<file path="src/rtl/pulse_gen.sv">
// Programmable pulse-burst generator: `count` pulses of `width` high cycles
// separated by max(`gap`,1) low cycles, with abort and a completion strobe.
module pulse_gen #(
    parameter int WW = 5,
    parameter int GW = 8,
    parameter int CW = 8
) (
    input  logic          i_clk,
    input  logic          i_rst_n,
    input  logic          i_start,
    input  logic          i_abort,
    input  logic [WW-1:0] i_width,
    input  logic [GW-1:0] i_gap,
    input  logic [CW-1:0] i_count,
    output logic          o_pulse_out,
    output logic          o_busy,
    output logic          o_done,
    output logic [CW-1:0] o_sent
);

    localparam int XW = (WW > GW) ? WW : GW;

    typedef enum logic [1:0] {
        S_IDLE = 2'd0,
        S_HIGH = 2'd1,
        S_LOW  = 2'd2
    } state_t;

    state_t        r_state, w_state_next;
    logic [XW-1:0] r_cnt, w_cnt_next;
    logic [WW-1:0] r_width, w_width_next;
    logic [GW-1:0] r_gap, w_gap_next;
    logic [CW-1:0] r_count, w_count_next;
    logic [CW-1:0] r_sent, w_sent_next;
    logic          r_pulse, r_busy, r_done;
    logic          w_pulse_next, w_busy_next, w_done_next;

    logic          w_accept;
    logic          w_degen;
    logic          w_high_end;
    logic          w_last;
    logic [CW-1:0] w_sent_inc;
    logic [XW-1:0] w_width_load;
    logic [XW-1:0] w_gap_load;

    assign w_accept     = (r_state == S_IDLE) && i_start;
    assign w_degen      = (i_width == '0) || (i_count == '0);
    assign w_high_end   = (r_state == S_HIGH) && !i_abort && (r_cnt == XW'(1));
    assign w_sent_inc   = r_sent + CW'(1);
    assign w_last       = (w_sent_inc == r_count);
    assign w_width_load = XW'(r_width);
    // A zero gap still produces one low cycle so every pulse has both edges.
    assign w_gap_load   = (r_gap == '0) ? XW'(1) : XW'(r_gap);

    always_ff @(posedge i_clk or negedge i_rst_n) begin
        if (!i_rst_n) begin
            r_state <= S_IDLE;
        end else begin
            r_state <= w_state_next;
        end
    end

    always_comb begin
        w_state_next = r_state;
        w_cnt_next   = r_cnt;
        w_width_next = r_width;
        w_gap_next   = r_gap;
        w_count_next = r_count;
        w_sent_next  = r_sent;
        case (r_state)
            S_IDLE: begin
                if (i_start) begin
                    w_width_next = i_width;
                    w_gap_next   = i_gap;
                    w_count_next = i_count;
                    w_sent_next  = '0;
                    if (!w_degen) begin
                        w_state_next = S_HIGH;
                        w_cnt_next   = XW'(i_width);
                    end
                end
            end
            S_HIGH: begin
                if (i_abort) begin
                    w_state_next = S_IDLE;
                end else if (r_cnt == XW'(1)) begin
                    w_sent_next = w_sent_inc;
                    if (w_last) begin
                        w_state_next = S_IDLE;
                    end else begin
                        w_state_next = S_LOW;
                        w_cnt_next   = w_gap_load;
                    end
                end else begin
                    w_cnt_next = r_cnt - XW'(1);
                end
            end
            S_LOW: begin
                if (i_abort) begin
                    w_state_next = S_IDLE;
                end else if (r_cnt == XW'(1)) begin
                    w_state_next = S_HIGH;
                    w_cnt_next   = w_width_load;
                end else begin
                    w_cnt_next = r_cnt - XW'(1);
                end
            end
            default: begin
                w_state_next = S_IDLE;
            end
        endcase
    end

    // Outputs are registered from the next state so pulse_out comes straight off a flop.
    always_comb begin
        w_pulse_next = (w_state_next == S_HIGH);
        w_busy_next  = (w_state_next != S_IDLE);
        w_done_next  = (w_accept && w_degen) || (w_high_end && w_last);
    end

    always_ff @(posedge i_clk or negedge i_rst_n) begin
        if (!i_rst_n) begin
            r_cnt   <= '0;
            r_width <= '0;
            r_gap   <= '0;
            r_count <= '0;
            r_sent  <= '0;
            r_pulse <= 1'b0;
            r_busy  <= 1'b0;
            r_done  <= 1'b0;
        end else begin
            r_cnt   <= w_cnt_next;
            r_width <= w_width_next;
            r_gap   <= w_gap_next;
            r_count <= w_count_next;
            r_sent  <= w_sent_next;
            r_pulse <= w_pulse_next;
            r_busy  <= w_busy_next;
            r_done  <= w_done_next;
        end
    end

    assign o_pulse_out = r_pulse;
    assign o_busy      = r_busy;
    assign o_done      = r_done;
    assign o_sent      = r_sent;

endmodule

</file>
<file path="config.mk">
export PLATFORM = sky130hd
export DESIGN_NAME = pulse_gen
export DESIGN_NICKNAME = d
export VERILOG_FILES = /design/src/rtl/pulse_gen.sv
export SDC_FILE = /design/constraint.sdc
export NUM_CORES = 1
export LEC_CHECK = 0
export CORE_MARGIN = 5
export CORE_UTILIZATION = 45
export CTS_CLUSTER_DIAMETER = 30
export DETAILED_ROUTE_END_ITERATION = 10
export PLACE_DENSITY = 0.75
export SLEW_MARGIN = 20
export SYNTH_ARGS = -nofsm -noshare
export SYNTH_HDL_FRONTEND = slang
export SYNTH_SLANG_ARGS = --single-unit
</file>
<file path="constraint.sdc">
create_clock -name i_clk -period 2.7 [get_ports i_clk]
set_input_delay 0.54 -clock i_clk [delete_from_list [all_inputs] [get_ports i_clk]]
set_output_delay 0.54 -clock i_clk [all_outputs]
set_load 0.1 [all_outputs]
</file>
# Word level (Yosys, flattened, before mapping)
# Index checks and enable logic that the tools add are counted.
[totals]
memories = 0
latchBits = 0
elab_cells = 61
reg_bits = 42
mem_bits_rw = 0
mem_bits_ro = 0
[op_classes]
mux = 21
eq_ne = 11
n_lt_le_gt_ge = 0
n_reduce_logical = 18
shifts = 0
n_addsub = 2
n_mul = 0
div = 0
bitwise_logic = 0
[op_table]
columns = ["operator", "count"]
rows = [
  ["$mux 8", 11],
  ["$pmux 8 s3", 1],
  ["$logic_not 8->1", 2],
  ["$pmux 8 s2", 1],
  ["$mux 2", 7],
  ["$add 8x1->8 const B", 1],
  ["$eq 8x1->1 const B", 1],
  ["$eq 8x8->1", 1],
  ["$ne 2x2->1 const B", 4],
  ["$sub 8x1->8 const B", 1],
  ["$pmux 2 s3", 1],
  ["$reduce_and 6->1", 1],
  ["$logic_and 1x1->1", 5],
  ["$logic_not 5->1", 1],
  ["$eq 2x1->1 const B", 2],
  ["$reduce_and 4->1", 1],
  ["$reduce_bool 2->1", 2],
  ["$ne 3x3->1 const B", 1],
  ["$reduce_bool 3->1", 1],
  ["$eq 2x2->1 const B", 1],
  ["$logic_not 2->1", 1],
  ["$logic_or 1x1->1", 2],
  ["$ne 2x1->1 const B", 1],
  ["$reduce_and 2->1", 1],
  ["$logic_not 1->1", 1],
]

# Logic depth before layout (Yosys ltp)
[logic_depth]
depth_word = 7
depth_mapped = 9

# Worst setup path after synthesis
# OpenSTA, ideal clock, no wires.
[synth_path]
path_type = "register to register"
start = "reg r_sent[0], in the netlist o_sent[0]"
end = "reg r_cnt[0]"
path_buffers = 0
stages_incl_launch_ff = 8
synth_period_minus_slack_ps = 3098
setup_ps = 127
setup_slack_ps = -398
arrival_time_ps = 2971
cell_sequence = "dfrtp_1 ha_1 nand3_2 or3_4 a2111oi_4 o2111ai_2 nand2b_2 mux2_1"
[synth_between]
elab_chain_cells = 4
[synth_rtl]
columns = ["item", "line", "source"]
rows = [
  ["from (decl)", "34", "logic [CW-1:0] r_sent, w_sent_next;"],
  ["from (signal assigned)", "136", "r_sent <= w_sent_next;"],
  ["$add 8x1->8", "49", "assign w_sent_inc = r_sent + CW'(1);"],
  ["$eq 8x8->1", "50", "assign w_last = (w_sent_inc == r_count);"],
  ["$ne 3x3->1 (no source line)", "--", ""],
  ["$reduce_and 6->1 (no source line)", "--", ""],
  ["to (signal assigned)", "132", "r_cnt <= w_cnt_next;"],
  ["to (decl)", "30", "logic [XW-1:0] r_cnt, w_cnt_next;"],
]
# No other way between the ends.
# A chain may end at the register's enable or synchronous reset.

# Worst setup path in the final report
# Ends and elaborated chain as after synthesis.

==> summary.txt <==
outcome: completed
TritonCTS Buffers: 5
Nets: 312
GR peak layer: met2
Mapped Avg Cell Area: 10.2 sq um
largest net degree at the start of global routing: 38
post-synthesis sequential area ratio: 0.427
Routed WL: 5.38 mm
sequential share of power: 0.367
met3 Use GR: 0.0326
Synth Area in Simple Gates: 0.142
latest clock arrival within the worst-skew pair: 300 ps
Port-buffer cells: 35
GR Overflow Total: 0
Critical Path Source Type: flip-flop
switching share of power: 0.420
Placed Cells: 344
Die Y: 84.0 um
Root Driver: clkbuf_8
starting density of the core: 0.455
max-slew violation count: 0
sequential cell area: 1060 sq um
ant diodes: 0
commonest non-fill, non-tap cell in the layout: dfrtp_1
Ys Warns: 0
Final Skew: 5.99 ps
RSZ-0062 raised after global routing: false
Max IR drop VDD: 0.000878 V
initial antenna violation count: 0
total power draw: 2950 uW
io pins: 36
main combinational cell family by area after synthesis: compound AO/OA/AOI/OAI gates
Unique masters post-synth: 52
TNS Setup: 0 ps
Iteration-0 DRC Markers: 118
Worst Setup End Kind: flip-flop
hold crit path type: in -> async
htree depth: 2
Final ANT Viol Nets: 0
routability cong.: 0.855
Synth Area in XOR/XNOR: 0.0427
most frequent cells in the layout: 36 x dfrtp_1, 25 x o21ai_0, 23 x clkdlybuf4s50_1
vias: 1987
Most used DFF post-synth: dfrtp_1
# clock sinks: 42
# DRC: 0
clock-pin transition on the worst setup and hold timing paths: 80 ps
first-pass GRT wire length: 9.42 mm
filler instances: 502
adder and majority gate portion of the synthesized area: 0.0407
Setup WS pre-CTS: 177 ps
fin crit share: 0.915
# hold bufs at CTS: 0
share of layout cells above drive strength 1: 0.232
Post-DP HPWL: 3.97 mm
Critical Path RT: 2880 ps
worst-margin pin slew: 819 ps
Vias/cell: 5.64
leakage power figure: 0.00122 uW
Syn Inst Count: 241
# setup viols final: 0
Yosys reg bits: 42
Comb power frac: 0.490
number of synthesized flops with an enable pin: 0
worst setup path class: reg -> reg
fin cells: 352
die area: 7050 sq um
Max-Cap Viols: 0
FP Rows: 27
Final min period: 2470 ps
area of the multi-input gates: 1330 sq um
FMAX: 405 MHz
Max transition margin: 0.454
grt met1 use: 0.225
CTS tree: done
Sw Pwr: 1240 uW
CP Data Arrival Time: 2650 ps
vias in the first global route: 1952
internal power: 1710 uW
chip width: 84.0 um
post-DR wirelength/cell: 15.3 um
Core Footprint: 5410 sq um
Pre-antenna DRT Iters: 4
Total GRT Usage: 0.163
PnR worst setup slack: 228 ps
clock share of power: 0.143
GR Util met2: 0.252
Worst Path Max Fanout: 7
Compound-Gate Fraction of Synth Area: 0.206
Post-Syn Nets: 274
Syn Std Cell Area: 2460 sq um
post-synthesis mux area share: 0.109
ys async rst share: 1.00
area added between synthesis and finish: 21.1%
Final Hold Fails: 0
PD cells: 988 nW/um^2
Clock Tree Buf Depth: 2
postcts setup bufs: 0
## area by class of cell
class / count / area share
Timing Repair Buffer: 42 / 0.124
Clock inverter: 1 / 0.00168
Inverter: 9 / 0.0113
Tap cell: 72 / 0.0302
Clock buffer: 7 / 0.0290
Sequential cell: 42 / 0.357
Multi-Input combinational cell: 179 / 0.447
## worst max-delay path, cell delays in order (launching register included)
cell	delay (ps)
dfrtp_4	460
ha_2	260
nand3_2	130
or3_4	400
a2111oi_4	400
o2111ai_2	250
nand2b_2	140
mux2_1	320
## logic make-up after synthesis
logic type | Yosys count
simple gates | 62
compound gates | 73
mux | 24
xor+xnor | 12
buf+inv | 20
flops | 42
fa+ha+maj | 8
## path summary, 6_finish.rpt
check                           cells after the start                     end  slack (ps)                   start
worst max-delay path                                7    r_cnt[0]$_DFFE_PN0P_         230   o_sent[0]$_DFFE_PN0P_
worst min-delay path                                1  r_count[0]$_DFFE_PN0P_         340                 i_rst_n
worst max register to register                      7    r_cnt[0]$_DFFE_PN0P_         230   o_sent[0]$_DFFE_PN0P_
worst min register to register                      1  r_width[1]$_DFFE_PN0P_         500  r_width[1]$_DFFE_PN0P_
max in group asynchronous                           2    r_gap[4]$_DFFE_PN0P_        1750                 i_rst_n
min in group i_clk                                  1  r_width[1]$_DFFE_PN0P_         500  r_width[1]$_DFFE_PN0P_
## cells in the mapped netlist (5+ instances only)
cell       n  share of area
a21oi_1    8          0.016
a31oi_1    5          0.013
clkbuf_1   5         0.0076
dfrtp_1   42           0.43
ha_1       8          0.041
inv_1      9          0.014
mux2_2    21          0.096
nand2_1   18          0.027
nor2_1    15          0.023
o211ai_1   5          0.015
o21ai_0   25          0.051
o31ai_1    8          0.024
xnor2_1    6          0.021
xor2_1     6          0.021
## stage by stage
step	area, sq um	hold WS (ps)	util
after CTS	2980	367	0.551
after detailed placement	2890	487	0.534
after global routing	2980	401	0.552
after floorplan	2470	244	-
final	2980	338	0.552
after global placement	2890	482	0.534
## state kept, by name (all words and copies together) (netlist names)
name,flops
o_sent,8
r_cnt,8
r_count,8
r_gap,8
r_width,5
r_state,2
o_busy,1
o_done,1
o_pulse_out,1
## routing by layer
metal	vias up	wire length (um)
met1	970	2510
li1	974	-
met2	35	2570
met4	0	104
met3	8	196
met5	-	0
## power by group through the flow
stage                     Combinational (uW)  Sequential (uW)  Clock [uW]
after global routing                    1610             1120         456
after CTS                               1450             1080         434
after global placement                  1420             1080           0
final                                   1440             1080         421
after floorplan                          987             1180           0
after detailed placement                1450             1090           0
## what timing repair did
action	CTS	global route
gates resized for setup	0	1
hold endpoints to repair	0	0
endpoints found under the setup margin	0	1
No activity file was read; power rests on OpenSTA's default activity.
==> patch, RTL diff (same settings) <==
Change the parameter `CW` from 8 to 4.
--- a/src/rtl/pulse_gen.sv
+++ b/src/rtl/pulse_gen.sv
@@ -3,7 +3,7 @@
 module pulse_gen #(
     parameter int WW = 5,
     parameter int GW = 8,
-    parameter int CW = 8
+    parameter int CW = 4
 ) (
     input  logic          i_clk,
     input  logic          i_rst_n,
Interface: changed (resized i_count and o_sent); port bits go from 36 to 28. The function was not compared with the original's and may differ.
==> patch against the unedited design <==
Core utilization is 0.18 points higher. Routed wire length is 15% lower. Largest cell class unchanged. Count of clock-buffer cells in the layout stayed put. Highest routed layer unchanged. Setup slack worse by 0.0098 ns. Global-route usage is 0.60 points higher. Final area is 19% lower. Sequential power is 15% lower. Area after synthesis is 18% lower. Sequential cell count is 8 lower. Total power is 8.9% lower.
==> patch: results (changes against the unedited design) <==
| Metric | Value |
|---|---|
| Syn_area_per_cell | 10.4 um2 (was 10.2 um2) |
| # fillers | 390 (was 502) |
| DR iter-0 viols | 116 (was 118) |
| Global-route wire length before repair | 8.18 mm (was 9.42 mm) |
| Routed length on met3 | 238 um (was 196 um) |
| CP top delay family | simple AND/OR/NAND/NOR gates (unchanged) |
| Buffers excl. clock | 34 (was 42) |
| Worst Hold Class | reg -> reg (was in -> async) |
| Detail Placement HPWL | 3.45 mm (was 3.97 mm) |
| Area of placed instances | 2330 um2 (was 2890 um2) |
| GR Util met1 | 0.214 (was 0.225) |
| Met2 wire length | 2.21 mm (was 2.57 mm) |
| Wire per inst | 16.5 um (was 15.3 um) |
| Total chip power | 2.68 mW (was 2.95 mW) |
| Outcome | completed (unchanged) |
| Critical path fanouts, max | 11 (was 7) |
| Clk_skew | 0.00838 ns (was 0.00599 ns) |
| Fin. max-slew vios | 0 (unchanged) |
| Share of layout cells above drive strength 1 | 0.212 (was 0.232) |
| Pint | 1.50 mW (was 1.71 mW) |
| Sequential share of the synthesized area | 0.424 (was 0.427) |
| Top cells by count, synth | dfrtp_1, mux2_2, o21ai_0, inv_1, nand2_1 (was dfrtp_1, o21ai_0, mux2_2, nand2_1, nor2_1) |
| Multi-input logic area | 1070 um2 (was 1330 um2) |
| Largest cells by area after synthesis | dfrtp_1, mux2_2, ha_1 (was dfrtp_1, mux2_2, o21ai_0) |
| Worst path max stage delay | 0.55 ns (was 0.46 ns) |
| Grt met3 use | 0.0433 (was 0.0326) |
| Largest net degree at the start of global routing | 35 (was 38) |
| GP Congestion | 0.861 (was 0.855) |
| Inverter count | 11 (was 9) |
| Distinct cells, synth | 50 (was 52) |
| Multi-In Gates | 140 (was 179) |
| Fraction of area in registers | 0.354 (was 0.357) |
| M1 WL | 2.03 mm (was 2.51 mm) |
| Slowest stage cell, crit path | or4b_4 (was dfrtp_4) |
| Tightest Pin Transition | 0.673 ns (was 0.819 ns) |
| Leak | 1.02 nW (was 1.22 nW) |
| DR vias | 1,668 (was 1,987) |
| Gr usage total | 0.169 (was 0.163) |
| WL final | 4.58 mm (was 5.38 mm) |
| Maximum vdd drop | 0.000728 V (was 0.000878 V) |
| Port Buffers | 27 (was 35) |
| Placed cells | 271 (was 344) |
| Layout Nets | 255 (was 312) |
| Flops & latches, synth | 34 (was 42) |
| Synth Net Count | 222 (was 274) |
## patch: path summary, 6_finish.rpt
check	startpoint	end	slack [ns]
max reg2reg	r_cnt[1]$_DFFE_PN0P_	r_cnt[3]$_DFFE_PN0P_	0.22
min	r_width[0]$_DFFE_PN0P_	r_width[0]$_DFFE_PN0P_	0.50
min in group asynchronous	i_rst_n	r_width[1]$_DFFE_PN0P_	0.65
min reg2reg	r_width[0]$_DFFE_PN0P_	r_width[0]$_DFFE_PN0P_	0.50
max in group asynchronous	i_rst_n	o_sent[1]$_DFFE_PN0P_	1.72
max	r_cnt[1]$_DFFE_PN0P_	r_cnt[3]$_DFFE_PN0P_	0.22
## patch: kinds of logic after synthesis
family	after synthesis	synth area share
adder cells (fa/ha/maj)	8	0.0499
AO/OA/AOI/OAI	52	0.170
multiplexers	24	0.133
AND/OR/NAND/NOR	49	0.142
buffers and inverters	19	0.0436
XOR/XNOR	7	0.0380
flip-flops	34	0.424
